File: config.mk
export PLATFORM = sky130hd
export DESIGN_NAME = lsu_mem_ctrl
export DESIGN_NICKNAME = d
export VERILOG_FILES = /design/src/rtl/lsu_mem_ctrl.sv
export SDC_FILE = /design/constraint.sdc
export NUM_CORES = 1
export LEC_CHECK = 0
export CAP_MARGIN = 20
export CORE_MARGIN = 2
export CORE_UTILIZATION = 30
export DETAILED_ROUTE_END_ITERATION = 6
export SLEW_MARGIN = 30
export SYNTH_ARGS = -nofsm -noshare
export SYNTH_HDL_FRONTEND = slang
export SYNTH_SLANG_ARGS = --single-unit
File: constraint.sdc
create_clock -name clk -period 8.1 [get_ports clk]
set_input_delay 0.81 -clock clk [delete_from_list [all_inputs] [get_ports clk]]
set_output_delay 0.81 -clock clk [all_outputs]
set_load 0.02 [all_outputs]
File: src/rtl/lsu_mem_ctrl.sv
// ============================================================================
// Module      : lsu_mem_ctrl
// Description : Load/store unit in front of a word-addressed data memory with
//               sub-word extraction and read-modify-write for SB/SH.
// Revision    : 1.0 - initial release
// ============================================================================
`default_nettype none

module lsu_mem_ctrl #(
   parameter int DEPTH = 256
) (
   input  logic        clk,
   input  logic        reset,
   input  logic        req_valid,
   output logic        req_ready,
   input  logic        req_we,
   input  logic [2:0]  req_funct3,
   input  logic [31:0] req_addr,
   input  logic [31:0] req_wdata,
   output logic        rsp_valid,
   input  logic        rsp_ready,
   output logic [31:0] rsp_rdata,
   output logic        rsp_err,
   output logic [31:0] m_addr,
   output logic [31:0] m_wr_dat,
   output logic        rd_en,
   output logic        wr_en,
   input  logic [31:0] m_rd_dat
);

   localparam logic [31:0] C_DEPTH = 32'(DEPTH);

   typedef enum logic [2:0] {
      S_IDLE     = 3'd0,
      S_ISSUE_LD = 3'd1,
      S_WAIT_LD  = 3'd2,
      S_WAIT_RMW = 3'd3,
      S_WRITE    = 3'd4,
      S_RESP     = 3'd5
   } state_t;

   state_t      state_q;
   logic [1:0]  lane_q;
   logic [15:0] wdata_q;
   logic [2:0]  funct3_q;
   logic        we_q;
   logic        rsp_valid_q;
   logic [31:0] rsp_rdata_q;
   logic        rsp_err_q;
   logic [31:0] m_addr_q;
   logic [31:0] m_wr_dat_q;
   logic        rd_en_q;
   logic        wr_en_q;

   logic        req_err_d;
   logic        f3_legal_d;
   logic [7:0]  byte_d;
   logic [15:0] half_d;
   logic [31:0] load_ext_d;
   logic [31:0] merged_d;

   // Request qualification on the live request inputs (used only in IDLE)
   always_comb begin
      f3_legal_d = 1'b0;
      case (req_funct3)
         3'b000, 3'b001, 3'b010: f3_legal_d = 1'b1;
         3'b100, 3'b101:         f3_legal_d = ~req_we;
         default:                f3_legal_d = 1'b0;
      endcase
      req_err_d = ~f3_legal_d
                | ((req_funct3[1:0] == 2'b01) & req_addr[0])
                | ((req_funct3[1:0] == 2'b10) & (req_addr[1:0] != 2'b00))
                | ({2'b00, req_addr[31:2]} >= C_DEPTH);
   end

   always_comb begin
      byte_d   = m_rd_dat[7:0];
      merged_d = m_rd_dat;
      case (lane_q)
         2'd0: byte_d = m_rd_dat[7:0];
         2'd1: byte_d = m_rd_dat[15:8];
         2'd2: byte_d = m_rd_dat[23:16];
         default: byte_d = m_rd_dat[31:24];
      endcase
      half_d = lane_q[1] ? m_rd_dat[31:16] : m_rd_dat[15:0];

      case (funct3_q)
         3'b000:  load_ext_d = {{24{byte_d[7]}}, byte_d};
         3'b001:  load_ext_d = {{16{half_d[15]}}, half_d};
         3'b100:  load_ext_d = {24'd0, byte_d};
         3'b101:  load_ext_d = {16'd0, half_d};
         default: load_ext_d = m_rd_dat;
      endcase

      // SB merges one byte lane, SH one halfword; the rest of the word is kept
      if (funct3_q[1:0] == 2'b00) begin
         case (lane_q)
            2'd0: merged_d[7:0]   = wdata_q[7:0];
            2'd1: merged_d[15:8]  = wdata_q[7:0];
            2'd2: merged_d[23:16] = wdata_q[7:0];
            default: merged_d[31:24] = wdata_q[7:0];
         endcase
      end else if (lane_q[1]) begin
         merged_d[31:16] = wdata_q;
      end else begin
         merged_d[15:0] = wdata_q;
      end
   end

   always_ff @(posedge clk or posedge reset) begin
      if (reset) begin
         state_q     <= S_IDLE;
         lane_q      <= 2'd0;
         wdata_q     <= 16'd0;
         funct3_q    <= 3'd0;
         we_q        <= 1'b0;
         rsp_valid_q <= 1'b0;
         rsp_rdata_q <= 32'd0;
         rsp_err_q   <= 1'b0;
         m_addr_q    <= 32'd0;
         m_wr_dat_q  <= 32'd0;
         rd_en_q     <= 1'b0;
         wr_en_q     <= 1'b0;
      end else begin
         rd_en_q <= 1'b0;
         wr_en_q <= 1'b0;
         case (state_q)
            S_IDLE: begin
               if (req_valid) begin
                  lane_q      <= req_addr[1:0];
                  wdata_q     <= req_wdata[15:0];
                  funct3_q    <= req_funct3;
                  we_q        <= req_we;
                  rsp_rdata_q <= 32'd0;
                  rsp_err_q   <= 1'b0;
                  if (req_err_d) begin
                     rsp_err_q   <= 1'b1;
                     rsp_valid_q <= 1'b1;
                     state_q     <= S_RESP;
                  end else begin
                     m_addr_q <= {2'b00, req_addr[31:2]};
                     if (req_we && (req_funct3[1:0] == 2'b10)) begin
                        m_wr_dat_q <= req_wdata;
                        wr_en_q    <= 1'b1;
                        state_q    <= S_WRITE;
                     end else begin
                        rd_en_q <= 1'b1;
                        state_q <= S_ISSUE_LD;
                     end
                  end
               end
            end
            // Read data appears the cycle after rd_en, so wait one cycle here
            S_ISSUE_LD: state_q <= we_q ? S_WAIT_RMW : S_WAIT_LD;
            S_WAIT_LD: begin
               rsp_rdata_q <= load_ext_d;
               rsp_valid_q <= 1'b1;
               state_q     <= S_RESP;
            end
            S_WAIT_RMW: begin
               m_wr_dat_q <= merged_d;
               wr_en_q    <= 1'b1;
               state_q    <= S_WRITE;
            end
            S_WRITE: begin
               rsp_valid_q <= 1'b1;
               state_q     <= S_RESP;
            end
            S_RESP: begin
               if (rsp_ready) begin
                  rsp_valid_q <= 1'b0;
                  state_q     <= S_IDLE;
               end
            end
            default: state_q <= S_IDLE;
         endcase
      end
   end

   assign req_ready = (state_q == S_IDLE) & ~reset;
   assign rsp_valid = rsp_valid_q;
   assign rsp_rdata = rsp_rdata_q;
   assign rsp_err   = rsp_err_q;
   assign m_addr    = m_addr_q;
   assign m_wr_dat  = m_wr_dat_q;
   assign rd_en     = rd_en_q;
   assign wr_en     = wr_en_q;

endmodule

`default_nettype wire

* Word level (Yosys, flattened, before mapping)
Cells that the tools add are included.
** Operators by class
- $lt $le $gt $ge :: 1
- Equality and inequality tests :: 21
- Mux-type cells :: 36
- Bitwise logic cells :: 10
- Reductions and logical operators :: 20
** Operators by type and width (count)
- $mux W32 :: 5
- $pmux W32 S2 :: 2
- $pmux W32 S4 :: 1
- $mux W16 :: 3
- $mux W8 :: 4
- $ge A30 B9 Y1 const B :: 1
- $pmux W8 S3 :: 1
- $eq A3 B3 Y1 const B :: 6
- $pmux W3 S5 :: 1
- $mux W1 :: 12
- $mux W3 :: 4
- $ne A2 B2 Y1 const B :: 5
- $eq A3 B1 Y1 const B :: 3
- $eq A3 B2 Y1 const B :: 3
- $logic_not A3 Y1 :: 3
- $reduce_and A4 Y1 :: 2
- $reduce_and A2 Y1 :: 3
- $reduce_bool A2 Y1 :: 3
- $reduce_or A3 Y1 :: 2
- $eq A2 B1 Y1 const B :: 2
- $eq A2 B2 Y1 const B :: 2
- $logic_not A2 Y1 :: 2
- $not A1 Y1 :: 4
- $pmux W1 S2 :: 2
- other kinds (7) :: 12
** Storage, ports and cells
- Bits in registers :: 123
- Input port bits :: 104
- Logic and storage cells :: 100

* Longest topological paths before layout
- Depth in word-level cells :: 10
- Depth in mapped cells :: 8
- Depth with buffers taken out :: 5

* Least setup slack after synthesis
OpenSTA, ideal clock, no wires.
- Path type :: input -> register
- From :: input req_addr[30]
- To :: register m_wr_dat_q[0] (netlist: m_wr_dat[0])
- Library setup time :: 125 ps
- Data arrival time :: 2172 ps
- Required time :: 7975 ps
- Setup slack :: 5803 ps
- Cell stages on the path :: 6
- Buffers on the path :: 1
- Cell sequence :: nor4_1 -> nand4_1 -> nor4_1 -> o21ai_2 -> buf_6 -> mux2_4
** Between the ends
- Cells in the longest elaborated chain, start to end :: 4
** RTL lines
- start: declaration :: RTL line 18 : input logic [31:0] req_addr,
- $ge A30 B9 Y1 :: RTL line 73 : | ({2'b00, req_addr[31:2]} >= C_DEPTH);
- $or A1 B1 Y1 :: RTL line 73
- $ne A2 B2 Y1 (no source line)
- $reduce_and A4 Y1 (no source line)
- end signal: assignment :: RTL line 143 : m_wr_dat_q <= req_wdata;
- end signal: assignment :: RTL line 161 : m_wr_dat_q <= merged_d;
- end: declaration :: RTL line 51 : logic [31:0] m_wr_dat_q;
Every way passes these cells.
A chain may end at the register's enable or synchronous reset.

* Worst setup path in the final report
- From :: register state_q[2]
- To :: output req_ready
** Between the ends
- Cells in the longest elaborated chain, start to end :: 2
** RTL lines
- start: declaration :: RTL line 42 : state_t state_q;
- start signal: assignment :: RTL line 154 : S_ISSUE_LD: state_q <= we_q ? S_WAIT_RMW : S_WAIT_LD;
- $logic_not A3 Y1 :: RTL line 180 : assign req_ready = (state_q == S_IDLE) & ~reset;
- $and A1 B1 Y1 :: RTL line 180
- end: declaration :: RTL line 15 : output logic req_ready,
Every way passes these cells.

==> results_dict.tcl <==
set metrics [dict create \
    synth_mux_area_share_pct 15.99 \
    synth_fa_ha_area_share_pct 0 \
    grtUsageMet3_pct 6.031 \
    setup_viol 0 \
    synth_cell_types 46 \
    place_hpwl_mm 14.03 \
    cts_made_buffers 17 \
    maxSlewHeadroom_pct 31.52 \
    ys.flop_type "dfrtp_1" \
    clockRootBuffer "clkbuf_16" \
    avgSynthCellArea_um2 10.44 \
    p_leak_nw 4.021 \
    htreeDepth 4 \
    synth_xor_area_share_pct 0 \
    yosysSeqAreaShare_pct 50.57 \
    synth-seq-cells 123 \
    hold_viol 0 \
    timing.rr.end "rsp_rdata[29]$_DFFE_PP0P_" \
    syn_area_um2 6087 \
    io_pins 205 \
    final_antenna_net_count 0 \
    hold_buffers 0 \
    end_kind "primary output" \
    ys_warn_count 0 \
    io_buffers 202 \
    synth_compound_area_share_pct 14.55 \
    firstDrtPassIters 6 \
    grt_util_met2_pct 27.57 \
    powerDensity_nw_per_um2 359.9 \
    core_area_um2 20100 \
    cts_setup_buffers 0 \
    cts_buffer_depth 2 \
    grt-busiest-layer "met2" \
    r2r_setup_slack_ps 5360 \
    die_y_um 146.4 \
    slowest_stage "clkdlybuf4s50_1" \
    arrival_ps 2270 \
    clk_latency_ps 420 \
    clk_pin_slew_worst_paths_ps 60 \
    syn2layout_area_growth_pct 46.66 \
    vdd_drop_max_v 0.0001909 \
    antenna_found_initial 1 \
    tns_ps 0 \
    max_stage_delay_ps 640 \
    via_count 4984 \
    grt_pass1_wl_mm 29.84 \
    post_dp_cell_area_um2 8282 \
    crit_type "register to primary output" \
    num_rows 52 \
    async_flop_share_pct 100.0 \
    nets 874 \
    synth-simple-area-share_pct 13.42 \
    hold_end "rsp_rdata[13]$_DFFE_PP0P_" \
    grt_use_met1_pct 24.44 \
    maxCapViolCount 0 \
    cp-start-kind "register" \
    initial_core_util_pct 30.28 \
    finClkSkew_ps 7.141 \
    grt_pass1_vias 5097 \
    drc 0 \
    p_total_mw 3.213 \
    fin_ws_ps 5025 \
    routed_wl_mm 19.06 \
    die_area_um2 21450 \
    synth_enable_flop_cells 0 \
    gp_congestion 0.8156 \
    hp-start "rsp_rdata[13]$_DFFE_PP0P_" \
    stdcell_area_um2 8927 \
    max_freq_mhz 325.2 \
    rr_worst_depth 4 \
    hold_path_class "register to register" \
    rsz0062_at_grt "false" \
    wire_per_inst_um 18.09 \
    ctsResizeCount 0 \
    synthCells 583 \
    fin_crit_ps 3075 \
    timing.hold.ws_ps 469.7 \
    synth_top_family_by_area "multiplexers" \
    clkSinkCount 123 \
    maxSlewViolCount 0 \
    drive_gt1_share_pct 12.90 \
    drtIter0Drc 340 \
    grt_max_degree 75 \
    track_usage_pct 18.13 \
    max_slew.worst_pin.slew_ps 1020 \
    status "complete, no violations" \
    vias_per_cell 4.729 \
    holdPathStages 2 \
    cts_tree "built" \
    crit_fanout 10 \
    die-width_um 146.4 \
    worstPathCellList "or3_1 -> nor2_1 -> clkdlybuf4s50_1" \
    overflow 0 \
    place_ws_ps 4803 \
    post-route-period-util_pct 37.96 \
    worstPathRequired_ps 7290 \
    r2r-start "lane_q[1]$_DFFE_PP0P_" \
]
-- cells by family (layout without fill, tap and decap cells) --
kind of cell    Yosys count  in the layout
flops                   123            123
compound gates          139            139
buf+inv                  71            270
simple gates            173            173
mux                      76             76
other cells               1              3
-- cell type report --
type | count | area [um2]
Fill cell | 1894 | 11180
Sequential cell | 123 | 3078
Multi-Input combinational cell | 390 | 2694
Timing Repair Buffer | 206 | 2052
Clock buffer | 17 | 425.4
Tap cell | 270 | 337.8
Clock inverter | 15 | 212.7
Inverter | 32 | 125.1
Antenna cell | 1 | 2.502
-- where the power goes --
group,switching [mW],total [mW],internal [mW]
Sequential,0.189,1.02,0.828
Clock,0.304,0.825,0.521
Combinational,0.711,1.37,0.660
Total,1.20,3.21,2.01
-- critical path: cells and delay by family, from the launching register on --
kind / cells / cell delay, ps
and+or+nand+nor: 2 / 720
buffers and inverters: 1 / 640
DFF: 1 / 480
-- placed cells by master, fill, tap and decap left out, drive strengths merged, types with 9 or more instances in the layout --
cell type / n
clkdlybuf4s50: 202
inv: 37
mux2i: 23
a221oi: 17
a21oi: 27
mux2: 52
clkbuf: 17
dfrtp: 123
nor4: 9
nand2: 71
o22ai: 10
nor2: 54
and2: 23
o21ai: 53
-- sequential cells by signal, indices dropped and copies added, names as in the netlist --
| signal | flops |
|---|---|
| wr_en | 1 |
| rsp_valid | 1 |
| we_q | 1 |
| rd_en | 1 |
| rsp_rdata | 32 |
| rsp_err | 1 |
| state_q | 3 |
| m_addr | 30 |
| wdata_q | 16 |
| funct3_q | 3 |
| m_wr_dat | 32 |
| lane_q | 2 |
-- worst max-delay path by stage --
stage	startpoint	to	slack [ps]
finish	state_q[2]$_DFFE_PP0P_	req_ready	5020
global route	state_q[2]$_DFFE_PP0P_	req_ready	4920
CTS	state_q[2]$_DFFE_PP0P_	req_ready	5020
detailed placement	req_addr[6]	m_wr_dat[12]$_DFFE_PP0P_	4800
global placement	req_addr[6]	m_wr_dat[12]$_DFFE_PP0P_	4810
floorplan	reset	funct3_q[0]$_DFFE_PP0P_	4020
-- through the flow --
stage                     cells  utilization [%]
after global routing       1053            44.39
after detailed placement   1021            41.19
after CTS                  1053            44.37
after floorplan             584                -
final                      1054            44.41
after global placement     1021            41.19
-- synth_stat cells, types with 2 or more instances --
cell        n  area share (%)
o22ai_1    10             1.0
and3_1      2            0.21
nor2_1     53             3.3
a21oi_1    27             2.2
a221oi_1   17             2.4
clkbuf_1   21             1.3
nand4_1     2            0.21
o21ai_2     3            0.43
a21o_1      3            0.37
dfrtp_1   123              51
buf_6       5            0.92
buf_2       8            0.66
and2_1     23             2.4
mux2_4     36             8.9
nand2_1    70             4.3
inv_1      32             2.0
a211oi_1    7            0.86
o21a_1      4            0.49
nor4_1      8            0.82
buf_4       4            0.49
or2_1       2            0.21
mux2i_1    23             3.8
mux2_2     16             3.0
o221ai_1    7             1.0
nand3_1     2            0.16
a21boi_0    7            0.86
o21ai_0    49             4.0
-- per-layer routing --
metal	vias up	share of wire [%]
li1	2417	-
met1	2374	46
met2	171	45
met3	22	7.0
met4	0	2.1
met5	-	0
(Power assumes the default switching activity.)
